### config.mk
export PLATFORM = sky130hd
export DESIGN_NAME = core_conf_ctrl_flat
export DESIGN_NICKNAME = d
export VERILOG_FILES = /design/src/rtl/core_conf_pkg.sv /design/src/rtl/core_conf_if.sv /design/src/rtl/core_conf_timer.sv /design/src/rtl/core_conf_ctrl.sv /design/src/flat_wrapper.sv
export SDC_FILE = /design/constraint.sdc
export NUM_CORES = 1
export LEC_CHECK = 0
export BUFFER_PORTS_ARGS = -buffer_cell sky130_fd_sc_hd__buf_2
export CORE_MARGIN = 8
export CORE_UTILIZATION = 32
export CTS_BUF_LIST = sky130_fd_sc_hd__clkbuf_4
export DETAILED_ROUTE_END_ITERATION = 8
export PLACE_DENSITY = 0.62
export SYNTH_ARGS = -nofsm -noshare
export SYNTH_HDL_FRONTEND = slang
export SYNTH_SLANG_ARGS = --single-unit
export TNS_END_PERCENT = 100
### constraint.sdc
create_clock -name Clk -period 3.2 [get_ports Clk]
set_input_delay 0.48 -clock Clk [delete_from_list [all_inputs] [get_ports Clk]]
set_output_delay 0.48 -clock Clk [all_outputs]
set_load 0.1 [all_outputs]
### src/rtl/core_conf_pkg.sv
// Shared types, bus widths and timer sizing for the pixel-core configuration sequencer.
package core_conf_pkg;

    localparam int CONF_ADDR_W = 12;
    localparam int CONF_DATA_W = 8;
    localparam int CONF_CNT_W  = 6;

    localparam int DEF_SETUP_CYC   = 2;
    localparam int DEF_WR_CYC      = 2;
    localparam int DEF_HOLD_CYC    = 1;
    localparam int DEF_RD_LAT      = 4;
    localparam int DEF_DEFCONF_CYC = 16;

    typedef enum logic [2:0] {
        IDLE,
        SETUP,
        STROBE,
        HOLD,
        RDWAIT,
        DEFCONF
    } state_t;

    function automatic int max_cyc(input int a, input int b, input int c, input int d, input int e);
        int m;
        m = a;
        if (b > m) m = b;
        if (c > m) m = c;
        if (d > m) m = d;
        if (e > m) m = e;
        return m;
    endfunction

    // The timer is loaded with (cycles - 1), so it only has to hold max - 1.
    function automatic int tmr_width(input int max_val);
        return (max_val <= 2) ? 1 : $clog2(max_val);
    endfunction

    localparam int TMR_W_DEF = tmr_width(max_cyc(DEF_SETUP_CYC, DEF_WR_CYC, DEF_HOLD_CYC,
                                                 DEF_RD_LAT, DEF_DEFCONF_CYC));

endpackage

### src/rtl/core_conf_if.sv
// Request/read-return side from the command decoder plus the CoreCommonIf configuration bus.
interface core_conf_if;
    import core_conf_pkg::*;

    logic                   req_valid;
    logic                   req_ready;
    logic                   req_wr;
    logic [CONF_ADDR_W-1:0] req_addr;
    logic [CONF_DATA_W-1:0] req_data;
    logic [CONF_CNT_W-1:0]  req_cnt;
    logic                   def_conf_req;
    logic                   rd_valid;
    logic [CONF_DATA_W-1:0] rd_data;
    logic [CONF_ADDR_W-1:0] rd_addr;
    logic                   busy;
    logic [CONF_ADDR_W-1:0] AddressConfIn;
    logic [CONF_DATA_W-1:0] DataConfWrIn;
    logic                   ConfWrIn;
    logic [CONF_DATA_W-1:0] DataConfRdOut;
    logic                   DefConf;

    modport slave (
        input  req_valid, req_wr, req_addr, req_data, req_cnt, def_conf_req, DataConfRdOut,
        output req_ready, rd_valid, rd_data, rd_addr, busy,
               AddressConfIn, DataConfWrIn, ConfWrIn, DefConf
    );

    modport master (
        output req_valid, req_wr, req_addr, req_data, req_cnt, def_conf_req, DataConfRdOut,
        input  req_ready, rd_valid, rd_data, rd_addr, busy,
               AddressConfIn, DataConfWrIn, ConfWrIn, DefConf
    );

endinterface

### src/rtl/core_conf_timer.sv
// Loadable down-counter shared by every timed state; done is high while the count sits at zero.
module core_conf_timer #(
    parameter int W = 4
) (
    input  logic         Clk,
    input  logic         Reset,
    input  logic         load,
    input  logic [W-1:0] load_val,
    output logic         done
);

    logic [W-1:0] cnt;

    always_ff @(posedge Clk) begin
        if (Reset) begin
            cnt <= '0;
        end else if (load) begin
            cnt <= load_val;
        end else if (cnt != '0) begin
            cnt <= cnt - W'(1);
        end
    end

    assign done = (cnt == '0);

endmodule

### src/rtl/core_conf_ctrl.sv
// Pixel-core configuration sequencer: setup/strobe/hold write timing, timed reads, DefConf pulses.
//   state   | meaning
//   IDLE    | ready for a request or a DefConf request
//   SETUP   | address/data stable, strobe low
//   STROBE  | ConfWrIn high
//   HOLD    | address/data held after strobe
//   RDWAIT  | read latency, sample DataConfRdOut on last cycle
//   DEFCONF | DefConf pulse
module core_conf_ctrl
    import core_conf_pkg::*;
#(
    parameter int SETUP_CYC   = DEF_SETUP_CYC,
    parameter int WR_CYC      = DEF_WR_CYC,
    parameter int HOLD_CYC    = DEF_HOLD_CYC,
    parameter int RD_LAT      = DEF_RD_LAT,
    parameter int DEFCONF_CYC = DEF_DEFCONF_CYC
) (
    input  logic       Clk,
    input  logic       Reset,
    core_conf_if.slave bus
);

    localparam int TMR_W = tmr_width(max_cyc(SETUP_CYC, WR_CYC, HOLD_CYC, RD_LAT, DEFCONF_CYC));

    state_t                 state, state_nxt;
    logic                   run_en;
    logic                   wr_op;
    logic [CONF_CNT_W-1:0]  cnt_rem;
    logic [CONF_ADDR_W-1:0] addr_q;
    logic [CONF_DATA_W-1:0] data_q;
    logic [CONF_DATA_W-1:0] rd_data_q;
    logic [CONF_ADDR_W-1:0] rd_addr_q;
    logic                   rd_valid_q;
    logic                   tmr_load;
    logic [TMR_W-1:0]       tmr_val;
    logic                   tmr_done;
    logic                   accept;
    logic                   advance;
    logic                   rd_cap;
    logic                   more;

    core_conf_timer #(.W(TMR_W)) u_timer (
        .Clk      (Clk),
        .Reset    (Reset),
        .load     (tmr_load),
        .load_val (tmr_val),
        .done     (tmr_done)
    );

    assign more = (cnt_rem > CONF_CNT_W'(1));

    always_ff @(posedge Clk) begin
        if (Reset) state <= IDLE;
        else       state <= state_nxt;
    end

    always_comb begin
        state_nxt = state;
        tmr_load  = 1'b0;
        tmr_val   = '0;
        accept    = 1'b0;
        advance   = 1'b0;
        rd_cap    = 1'b0;
        case (state)
            IDLE: begin
                if (run_en) begin
                    if (bus.def_conf_req) begin
                        state_nxt = DEFCONF;
                        tmr_load  = 1'b1;
                        tmr_val   = TMR_W'(DEFCONF_CYC - 1);
                    end else if (bus.req_valid) begin
                        accept    = 1'b1;
                        state_nxt = SETUP;
                        tmr_load  = 1'b1;
                        tmr_val   = TMR_W'(SETUP_CYC - 1);
                    end
                end
            end
            SETUP: begin
                if (tmr_done) begin
                    tmr_load  = 1'b1;
                    state_nxt = wr_op ? STROBE : RDWAIT;
                    tmr_val   = wr_op ? TMR_W'(WR_CYC - 1) : TMR_W'(RD_LAT - 1);
                end
            end
            STROBE: begin
                if (tmr_done) begin
                    state_nxt = HOLD;
                    tmr_load  = 1'b1;
                    tmr_val   = TMR_W'(HOLD_CYC - 1);
                end
            end
            HOLD, RDWAIT: begin
                if (tmr_done) begin
                    rd_cap    = (state == RDWAIT);
                    advance   = more;
                    state_nxt = more ? SETUP : IDLE;
                    tmr_load  = more;
                    tmr_val   = TMR_W'(SETUP_CYC - 1);
                end
            end
            DEFCONF: begin
                if (tmr_done) state_nxt = IDLE;
            end
            default: state_nxt = IDLE;
        endcase
    end

    // run_en keeps req_ready low for the first cycle after a reset edge.
    always_ff @(posedge Clk) begin
        if (Reset) begin
            run_en     <= 1'b0;
            wr_op      <= 1'b0;
            cnt_rem    <= '0;
            addr_q     <= '0;
            data_q     <= '0;
            rd_data_q  <= '0;
            rd_addr_q  <= '0;
            rd_valid_q <= 1'b0;
        end else begin
            run_en     <= 1'b1;
            rd_valid_q <= rd_cap;
            if (accept) begin
                addr_q  <= bus.req_addr;
                wr_op   <= bus.req_wr;
                cnt_rem <= (bus.req_cnt == '0) ? CONF_CNT_W'(1) : bus.req_cnt;
                if (bus.req_wr) data_q <= bus.req_data;
            end
            if (rd_cap) begin
                rd_data_q <= bus.DataConfRdOut;
                rd_addr_q <= addr_q;
            end
            if (advance) begin
                addr_q  <= addr_q + CONF_ADDR_W'(1);
                cnt_rem <= cnt_rem - CONF_CNT_W'(1);
            end
        end
    end

    assign bus.req_ready     = (state == IDLE) && run_en;
    assign bus.busy          = (state != IDLE);
    assign bus.ConfWrIn      = (state == STROBE);
    assign bus.DefConf       = (state == DEFCONF);
    assign bus.AddressConfIn = addr_q;
    assign bus.DataConfWrIn  = data_q;
    assign bus.rd_valid      = rd_valid_q;
    assign bus.rd_data       = rd_data_q;
    assign bus.rd_addr       = rd_addr_q;

endmodule

### src/flat_wrapper.sv
// flat-port wrapper written by rule: the top's interface ports become plain ports
module core_conf_ctrl_flat import core_conf_pkg::*;
#(
    parameter int SETUP_CYC   = DEF_SETUP_CYC,
    parameter int WR_CYC      = DEF_WR_CYC,
    parameter int HOLD_CYC    = DEF_HOLD_CYC,
    parameter int RD_LAT      = DEF_RD_LAT,
    parameter int DEFCONF_CYC = DEF_DEFCONF_CYC
)
  (Clk, Reset, bus_req_valid, bus_req_wr, bus_req_addr, bus_req_data, bus_req_cnt, bus_def_conf_req, bus_DataConfRdOut, bus_req_ready, bus_rd_valid, bus_rd_data, bus_rd_addr, bus_busy, bus_AddressConfIn, bus_DataConfWrIn, bus_ConfWrIn, bus_DefConf);
  core_conf_if bus_i ();
  input  logic Clk;
  input  logic Reset;
  input wire logic [$bits(bus_i.req_valid)-1:0] bus_req_valid;
  input wire logic [$bits(bus_i.req_wr)-1:0] bus_req_wr;
  input wire logic [$bits(bus_i.req_addr)-1:0] bus_req_addr;
  input wire logic [$bits(bus_i.req_data)-1:0] bus_req_data;
  input wire logic [$bits(bus_i.req_cnt)-1:0] bus_req_cnt;
  input wire logic [$bits(bus_i.def_conf_req)-1:0] bus_def_conf_req;
  input wire logic [$bits(bus_i.DataConfRdOut)-1:0] bus_DataConfRdOut;
  output wire logic [$bits(bus_i.req_ready)-1:0] bus_req_ready;
  output wire logic [$bits(bus_i.rd_valid)-1:0] bus_rd_valid;
  output wire logic [$bits(bus_i.rd_data)-1:0] bus_rd_data;
  output wire logic [$bits(bus_i.rd_addr)-1:0] bus_rd_addr;
  output wire logic [$bits(bus_i.busy)-1:0] bus_busy;
  output wire logic [$bits(bus_i.AddressConfIn)-1:0] bus_AddressConfIn;
  output wire logic [$bits(bus_i.DataConfWrIn)-1:0] bus_DataConfWrIn;
  output wire logic [$bits(bus_i.ConfWrIn)-1:0] bus_ConfWrIn;
  output wire logic [$bits(bus_i.DefConf)-1:0] bus_DefConf;
  assign bus_i.req_valid = bus_req_valid;
  assign bus_i.req_wr = bus_req_wr;
  assign bus_i.req_addr = bus_req_addr;
  assign bus_i.req_data = bus_req_data;
  assign bus_i.req_cnt = bus_req_cnt;
  assign bus_i.def_conf_req = bus_def_conf_req;
  assign bus_i.DataConfRdOut = bus_DataConfRdOut;
  assign bus_req_ready = bus_i.req_ready;
  assign bus_rd_valid = bus_i.rd_valid;
  assign bus_rd_data = bus_i.rd_data;
  assign bus_rd_addr = bus_i.rd_addr;
  assign bus_busy = bus_i.busy;
  assign bus_AddressConfIn = bus_i.AddressConfIn;
  assign bus_DataConfWrIn = bus_i.DataConfWrIn;
  assign bus_ConfWrIn = bus_i.ConfWrIn;
  assign bus_DefConf = bus_i.DefConf;
  core_conf_ctrl #(.SETUP_CYC(SETUP_CYC), .WR_CYC(WR_CYC), .HOLD_CYC(HOLD_CYC), .RD_LAT(RD_LAT), .DEFCONF_CYC(DEFCONF_CYC)) u_core (.Clk(Clk), .Reset(Reset), .bus(bus_i));
endmodule
# == Word-level counts from Yosys, hierarchy flattened ==
# Cells that the tools add are included.
# totals
word_cells,74
register_bits,56
output_inout_bits,45
mem_count,0
input_bits,39
mem_bits_ro,0
latch_bits,0
ram_bits,0
# classes
magnitude_cmp,1
reduce_logical,12
bitwise_logic,0
div_mod_pow,0
n_mul,0
n_addsub,3
n_mux,37
n_eq_ne,11
n_shift,0
# op_table
op,count
$mux W12,2
$mux W3,8
$mux W4,5
$mux W6,3
$mux W1,15
$pmux W3 S5,1
$add A12 B1 Y12 const B,1
$pmux W4 S3,1
$ne A2 B1 Y1 const B,5
$eq A3 B2 Y1 const B,2
$eq A3 B3 Y1 const B,2
$gt A6 B1 Y1 const B,1
$logic_not A6 Y1,1
$reduce_and A6 Y1,1
$sub A6 B1 Y6 const B,1
$logic_not A4 Y1,1
$reduce_bool A2 Y1,2
$reduce_bool A4 Y1,1
$reduce_or A2 Y1,2
$sub A4 B1 Y4 const B,1
$eq A3 B1 Y1 const B,1
$logic_not A3 Y1,1
$ne A3 B3 Y1 const B,1
$pmux W1 S3,1
4 further kinds,4

# == Longest topological paths before layout ==
# Gate-level depths: netlist (run 1).
# depth
word_depth,6
depth_mapped,8
ltp_nobuf,7

# == Cells and area by module ==
# From an unflattened synthesis (run 1), not the netlist that was laid out.
# unflattened
cells_unflattened,327
area_unflattened_um2,2673.8
# modules_own_cells
mod,seq_area_each_um2,instances,area_each_um2,cells_per_inst
core_conf_ctrl,1041.0,1,2444.8,303
core_conf_timer,80.1,1,229.0,24

# == Worst setup path after synthesis (run 1) ==
# OpenSTA, ideal clock, no wires.
# synth_timing
path_type,register to output
from,reg u_core.state[1]
to,out bus_ConfWrIn
path_slack_ns,-0.120
arrival_ns,2.840
t_required_ns,2.720
path_buffers,1
stages_incl_launch_ff,3
cell_sequence,dfxtp_1 > buf_4 > nor3b_1
# synth_between
elab_chain_len,1
# synth_lines
element,line,text
"start, declared",core_conf_ctrl.sv:25,"state_t state, state_nxt;"
"start signal, assigned",core_conf_ctrl.sv:54,else state <= state_nxt;
$eq A3 B2 Y1,core_conf_ctrl.sv:142,assign bus.ConfWrIn = (state == STROBE);
"end, declared",flat_wrapper.sv:28,output wire logic [$bits(bus_i.ConfWrIn)-1:0] bus_ConfWrIn;
# Every way passes these cells.

# == Worst setup path in the final report (run 1) ==
# layout_timing
from,reg u_core.state[2]
to,out bus_req_ready
# layout_between
elab_chain_len,2
# layout_lines
element,line,text
$logic_not A3 Y1,core_conf_ctrl.sv:140,assign bus.req_ready = (state == IDLE) && run_en;
$logic_and A1 B1 Y1,core_conf_ctrl.sv:140,
"end, declared",flat_wrapper.sv:21,output wire logic [$bits(bus_i.req_ready)-1:0] bus_req_ready;
# Every way passes these cells.

==> flow_metrics.py, run 1 <==
metrics = {
    "power_and_ir_drop": {
        "p_sw_frac": 0.4568,
        "p_comb_frac": 0.431,
        "p_sw_mw": 1.007,
        "p_leak_nw": 1.322,
        "intPower_mw": 1.197,
        "ir_drop_mv": 0.1926,
        "pwr-share-clk": 0.170,
        "p_seq_frac": 0.398,
        "p_per_area_nw_per_um2": 682.8,
    },
    "global_route": {
        "met1_usage": 0.1660,
        "overflow": 0,
        "grt_pass1_vias": 2566,
        "grt_use_met2": 0.2123,
        "grt_busiest_layer": "met2",
        "antenna_found_initial": 1,
        "grt_usage": 0.1332,
        "grt_pass1_wl_um": 12730,
        "grt_max_degree": 31,
        "gr-usage-met3": 0.03986,
    },
    "timing": {
        "worst_pin_slew_ps": 750.8,
        "worst_clock_skew_ps": 13.71,
        "setup_viol": 0,
        "fmax_mhz": 424.8,
        "slew_headroom": 0.4983,
        "maxSlewViolCount": 0,
        "finalHoldViolCount": 0,
        "finalCritPeriodShare": 0.7356,
        "fin_crit_ps": 2354,
        "hold_ws_ps": 315.9,
        "timing.setup.tns_ps": 0,
        "rsz0062_at_grt": "no",
    },
    "logic_synthesis": {
        "synth_top_area_frac": 0.4125,
        "ys_types": 58,
        "syn-num-nets": 367,
        "synth-warning-count": 0,
        "async_reset_ff_frac": 0,
        "yosysTopAreaCell": "dfxtp_1",
        "synth_top_family_by_area": "simple AND/OR/NAND/NOR gates",
        "synthXorXnorAreaFrac": 0.006446,
        "ys_ff_latch": 56,
        "synth-seq-area-share": 0.4125,
        "syn-instance-count": 324,
        "synth_compound_area_frac": 0.2205,
        "syn_avg_cell_area_um2": 8.388,
        "syn_area_um2": 2718,
        "synth_flop_cell": "dfxtp_1",
        "synth_area_leaders": "dfxtp_1 (41%), nand2_1 (9.0%), a21oi_1 (8.3%)",
        "synth-edff-count": 0,
        "synthAdderAreaFrac": 0.02210,
        "synthMuxAreaShare": 0,
        "synth-simple-area-share": 0.2808,
    },
    "setup_path": {
        "critPathKind": "reg2out",
        "worstPathRequired_ps": 2720,
        "crit_arrival_ps": 1870,
        "cp-startpoint": "u_core.state[2]",
        "start_kind": "flop",
        "r2r_start": "u_core.state[2]",
        "endpoint_kind": "output pin",
        "worstPathMaxFanout": 14,
    },
    "status": {
        "outcome": "completed",
    },
    "worst_hold_path": {
        "hp-start": "bus_DataConfRdOut[4]",
        "hold_class": "in2reg",
    },
    "final_layout": {
        "fin_nets": 439,
        "fin_util": 0.3929,
        "area_delta_synth_final_pct": 18.78,
        "fill_cells": 855,
        "drive_gt1_frac": 0.2734,
    },
    "cts": {
        "numCtsBuffers": 5,
        "cts_max_level": 2,
        "hold_buffers": 0,
        "clkLatencyLatePin_ps": 380,
        "clockBufferDepth": 2,
        "cts_root_buffer": "clkbuf_4",
        "cts_resized": 0,
        "cts_tree": "done",
        "cts_setup_buffers": 0,
        "cts.sinks": 56,
        "cts.clk_slew.worst_paths_ps": 150,
    },
    "detailed_routing": {
        "wire_per_inst_um": 15.49,
        "post-route-drc-count": 0,
        "num_vias": 2623,
        "drtPass1Iterations": 4,
        "totalWireLength_um": 7762,
        "initialDrtViolationCount": 134,
        "antenna_left": 0,
        "viasPerCell": 5.236,
    },
    "floorplan": {
        "die_h_um": 108.2,
        "dieArea_um2": 11700,
        "io_pins": 84,
        "start_util": 0.3307,
        "row_count": 33,
        "fp.dieW_um": 108.2,
        "core_um2": 8217,
    },
    "placed_design": {
        "dp_hpwl_um": 5733,
        "gp_congestion": 0.7769,
        "portBuffers": 83,
    },
    "flow_run": {
        "cap_violations": 0,
    },
}
==> worst paths after layout <==
| check | depth (start not counted) | slack, ps | end |
|---|---|---|---|
| max | 2 | 850 | bus_req_ready |
| max reg2reg | 5 | 940 | u_core.bus.DataConfWrIn[6] |
| min reg2reg | 2 | 460 | u_core.bus.DataConfWrIn[4] |
| min | 3 | 320 | u_core.bus.rd_data[4] |
==> registers in the layout, indices dropped and copies added, names as in the netlist <==
register and cells:
u_core.bus.rd_valid 1, u_core.u_timer.cnt 4, u_core.cnt_rem 6, u_core.run_en 1
u_core.bus.rd_data 8, u_core.state 3, u_core.bus.AddressConfIn 12, u_core.bus.DataConfWrIn 8
u_core.bus.rd_addr 12, u_core.wr_op 1
==> synth_stat cells, types with 3 or more instances <==
cell,count
nor3_1,14
a32oi_1,3
o211ai_1,3
o21ai_0,9
buf_2,3
nand3b_1,3
nand3_1,14
a211oi_1,4
a31oi_1,5
or3_1,4
nor3b_1,3
a311oi_1,6
nand2_1,65
a21oi_1,45
buf_4,3
nor2_1,12
o21a_1,4
and3b_1,3
dfxtp_1,56
inv_1,6
ha_1,4
clkbuf_1,10
==> critical path: stages (launching register included) <==
cell	delay (ps)
dfxtp_1	480
nor4b_4	500
buf_2	510
==> metrics by stage <==
step                area [um2]  power [mW]  cells  worst slack (ps)
floorplan                 2723       1.704    324             655.1
global placement          3158       1.831    494             986.2
finish                    3228       2.204    501             846.1
global route              3228       2.339    501             736.8
CTS                       3226       2.220    500             811.3
detailed placement        3158       1.844    494             932.9
==> cells in the final DEF (no fill, tap or decap), types with 3 or more instances in the layout <==
master and instances:
buf_2 83, nand2_1 65, dfxtp_1 56, a21oi_1 45
nor3_1 14, nand3_1 14, nor2_1 12, o21ai_0 9
inv_1 6, a311oi_1 6, a31oi_1 5, clkbuf_4 5
or3_1 4, a211oi_1 4, o21a_1 4, ha_1 4
and3b_1 3, a32oi_1 3, nand3b_1 3, o211ai_1 3
buf_4 3
==> layer usage <==
metal	routed length, um	part of all wire	vias up
met5	0	0	-
met4	128	0.016	0
met3	696	0.090	8
met2	3418	0.44	90
met1	3519	0.45	1211
li1	-	-	1314
==> area by class of cell <==
class	count	area, um2	share of cell area
diodes	1	2.502	0.0007752
repair buffers	86	437.9	0.1357
well taps	105	131.4	0.04070
clock buffers	5	37.54	0.01163
inverters	6	22.52	0.006977
multi-input cells	241	1445	0.4477
flip-flops and latches	56	1121	0.3473
clock inverters	1	30.03	0.009302
==> power groups by stage <==
stage / Clock, mW / Sequential, mW / Combinational (mW)
detailed placement: 0 / 0.892 / 0.952
finish: 0.376 / 0.878 / 0.951
CTS: 0.388 / 0.876 / 0.956
global placement: 0 / 0.888 / 0.943
floorplan: 0 / 1.08 / 0.622
global route: 0.413 / 0.892 / 1.03
==> cell families after synthesis <==
group | count (synthesis)
AO/OA/AOI/OAI | 94
buffers and inverters | 27
flip-flops | 56
AND/OR/NAND/NOR | 140
adder cells (fa/ha/maj) | 5
XOR/XNOR | 2
Note: power is estimated with default switching activity, not from simulation.
==> run 2: changes to the inputs <==
==> constraint.sdc (replaced) <==
create_clock -name Clk -period 2.2 [get_ports Clk]
set_input_delay 0.33 -clock Clk [delete_from_list [all_inputs] [get_ports Clk]]
set_output_delay 0.33 -clock Clk [all_outputs]
set_load 0.1 [all_outputs]
==> run 2 against run 1 <==
Cell area up 1.9%. Worst setup slack worse by 750 ps. First-iteration DRC count down 16%. Non-clock buffer count up 3. Register-to-register slack worse by 740 ps. Largest cell class unchanged. Combinational power up 50%. Sequential power up 46%. Clock power up 21%. Die area unchanged. Clock-buffer cell count unchanged. Critical path type unchanged. Sequential share of layout area down 0.55 points. Total power up 44%.
==> flow_metrics.py, run 2 (synthesis gave the netlist of run 1 again) <==
metrics = {
    "status": {
        "outcome": "completed",
    },
    "worst_hold_path": {
        "hold_class": "in2reg",
    },
    "timing": {
        "fmax_mhz": 474.3,
        "slew_headroom": 0.6303,
        "setup_viol": 0,
        "timing.setup.tns_ps": 0,
        "worst_clock_skew_ps": 12.08,
        "worst_pin_slew_ps": 554.6,
        "maxSlewViolCount": 0,
        "finalHoldViolCount": 0,
        "finalCritPeriodShare": 0.9583,
        "rsz0062_at_grt": "no",
        "hold_ws_ps": 149.4,
        "fin_crit_ps": 2108,
    },
    "floorplan": {
        "dieArea_um2": 11700,
        "row_count": 33,
        "io_pins": 84,
        "die_h_um": 108.2,
        "start_util": 0.3307,
        "fp.dieW_um": 108.2,
        "core_um2": 8217,
    },
    "cts": {
        "cts_root_buffer": "clkbuf_4",
        "cts_resized": 0,
        "clkLatencyLatePin_ps": 390,
        "cts.sinks": 56,
        "cts_tree": "done",
        "hold_buffers": 0,
        "cts.clk_slew.worst_paths_ps": 170,
        "numCtsBuffers": 5,
        "clockBufferDepth": 2,
        "cts_max_level": 2,
    },
    "detailed_routing": {
        "totalWireLength_um": 7597,
        "num_vias": 2575,
        "drtPass1Iterations": 4,
        "post-route-drc-count": 0,
        "initialDrtViolationCount": 112,
        "viasPerCell": 5.099,
        "antenna_left": 0,
        "wire_per_inst_um": 15.04,
    },
    "global_route": {
        "grt_max_degree": 30,
        "overflow": 0,
        "antenna_found_initial": 0,
        "grt_pass1_vias": 2569,
        "grt_usage": 0.1323,
        "grt_pass1_wl_um": 12720,
    },
    "placed_design": {
        "dp_hpwl_um": 5644,
        "gp_congestion": 0.8235,
        "portBuffers": 83,
    },
    "final_layout": {
        "drive_gt1_frac": 0.2950,
        "antenna_cells": 0,
        "fill_cells": 861,
        "layout_commonest_cell": "buf_2",
        "multi_input_comb_area_um2": 1470,
        "area_delta_synth_final_pct": 21.09,
        "layout_common_cells": "buf_2 (83), nand2_1 (64), dfxtp_1 (53)",
        "fin_nets": 442,
        "regArea_um2": 1125,
        "fin_util": 0.4005,
    },
    "flow_run": {
        "cap_violations": 0,
    },
    "setup_path": {
        "critPathSlowestCell": "buf_2",
        "worstPathRequired_ps": 1870,
        "crit_path_cell_trace": "nor4b_4 -> buf_2",
        "start_kind": "flop",
        "crit_arrival_ps": 1780,
        "max_stage_delay_ps": 510,
        "worstPathMaxFanout": 14,
        "critPathKind": "reg2out",
        "cp_top_family": "buffers and inverters",
        "endpoint_kind": "output pin",
        "cp_num_buf_inv": 1,
    },
    "power_and_ir_drop": {
        "ir_drop_mv": 0.3072,
        "fin_total_pwr_mw": 3.168,
        "p_per_area_nw_per_um2": 962.6,
        "p_leak_nw": 1.347,
    },
}
run 2: cell count changes in the layout (fill, tap and decap cells not counted), moves of 2 or more:
| cell | previous run | this run |
|---|---|---|
| clkinvlp_4 | 0 | 2 |
| dfxtp_1 | 56 | 53 |
| dfxtp_2 | 0 | 3 |
| buf_12 | 0 | 2 |
| o21ai_0 | 9 | 5 |
| o21ai_1 | 1 | 5 |
run 2: worst paths after layout:
check	endpoint	cells after the start	slack, ps	startpoint
setup / recovery	bus_req_ready	2	90	u_core.state[2]
hold / removal	u_core.bus.rd_data[1]	3	150	bus_DataConfRdOut[1]
setup reg to reg	u_core.bus.AddressConfIn[8]	7	200	u_core.cnt_rem[0]
hold reg to reg	u_core.bus.rd_addr[0]	2	460	u_core.bus.rd_addr[0]
run 2: where the power goes:
| part | internal [mW] | leakage [nW] | switching [mW] |
|---|---|---|---|
| logic | 0.429 | 0.866 | 1.01 |
| registers | 1.13 | 0.456 | 0.153 |
| clock network | 0.121 | 0.0249 | 0.333 |
run 2: final cells by class:
| type | count | share of cell area |
|---|---|---|
| Clock buffer | 5 | 0.01141 |
| Inverter | 6 | 0.006844 |
| Sequential cell | 56 | 0.3418 |
| Timing Repair Buffer | 89 | 0.1475 |
| Clock inverter | 3 | 0.005703 |
| Tap cell | 105 | 0.03992 |
| Multi-Input combinational cell | 241 | 0.4468 |
run 2: worst reg2reg max path: stages, from the launching register on:
cell	delay [ps]
dfxtp_1	380
inv_1	90
ha_1	240
or2_1	280
and2_1	270
nor3_4	340
a211oi_1	120
a311oi_1	200
run 2: metrics by stage:
stage | area (um2) | setup WS (ps) | instances
CTS | 3291 | 92.17 | 505
finish | 3291 | 91.72 | 505
global route | 3291 | 12.81 | 505
floorplan | 2771 | -323.1 | 324
detailed placement | 3234 | 255.4 | 497
global placement | 3234 | 319.1 | 497
run 2: timing repair:
| action | CTS | global route |
|---|---|---|
| endpoints found under the setup margin | 0 | 1 |
| setup buffers | 0 | 0 |
| endpoints found under the hold margin | 0 | 0 |
run 2: layer usage:
metal / routed length, um / up-vias / part of all wire / global-route usage
li1: - / 1313 / - / -
met1: 3582 / 1180 / 0.47 / 0.1693
met2: 3317 / 78 / 0.44 / 0.2075
met3: 654 / 4 / 0.086 / 0.04462
met4: 42 / 0 / 0.0055 / 0.03469
met5: 0 / - / 0 / 0
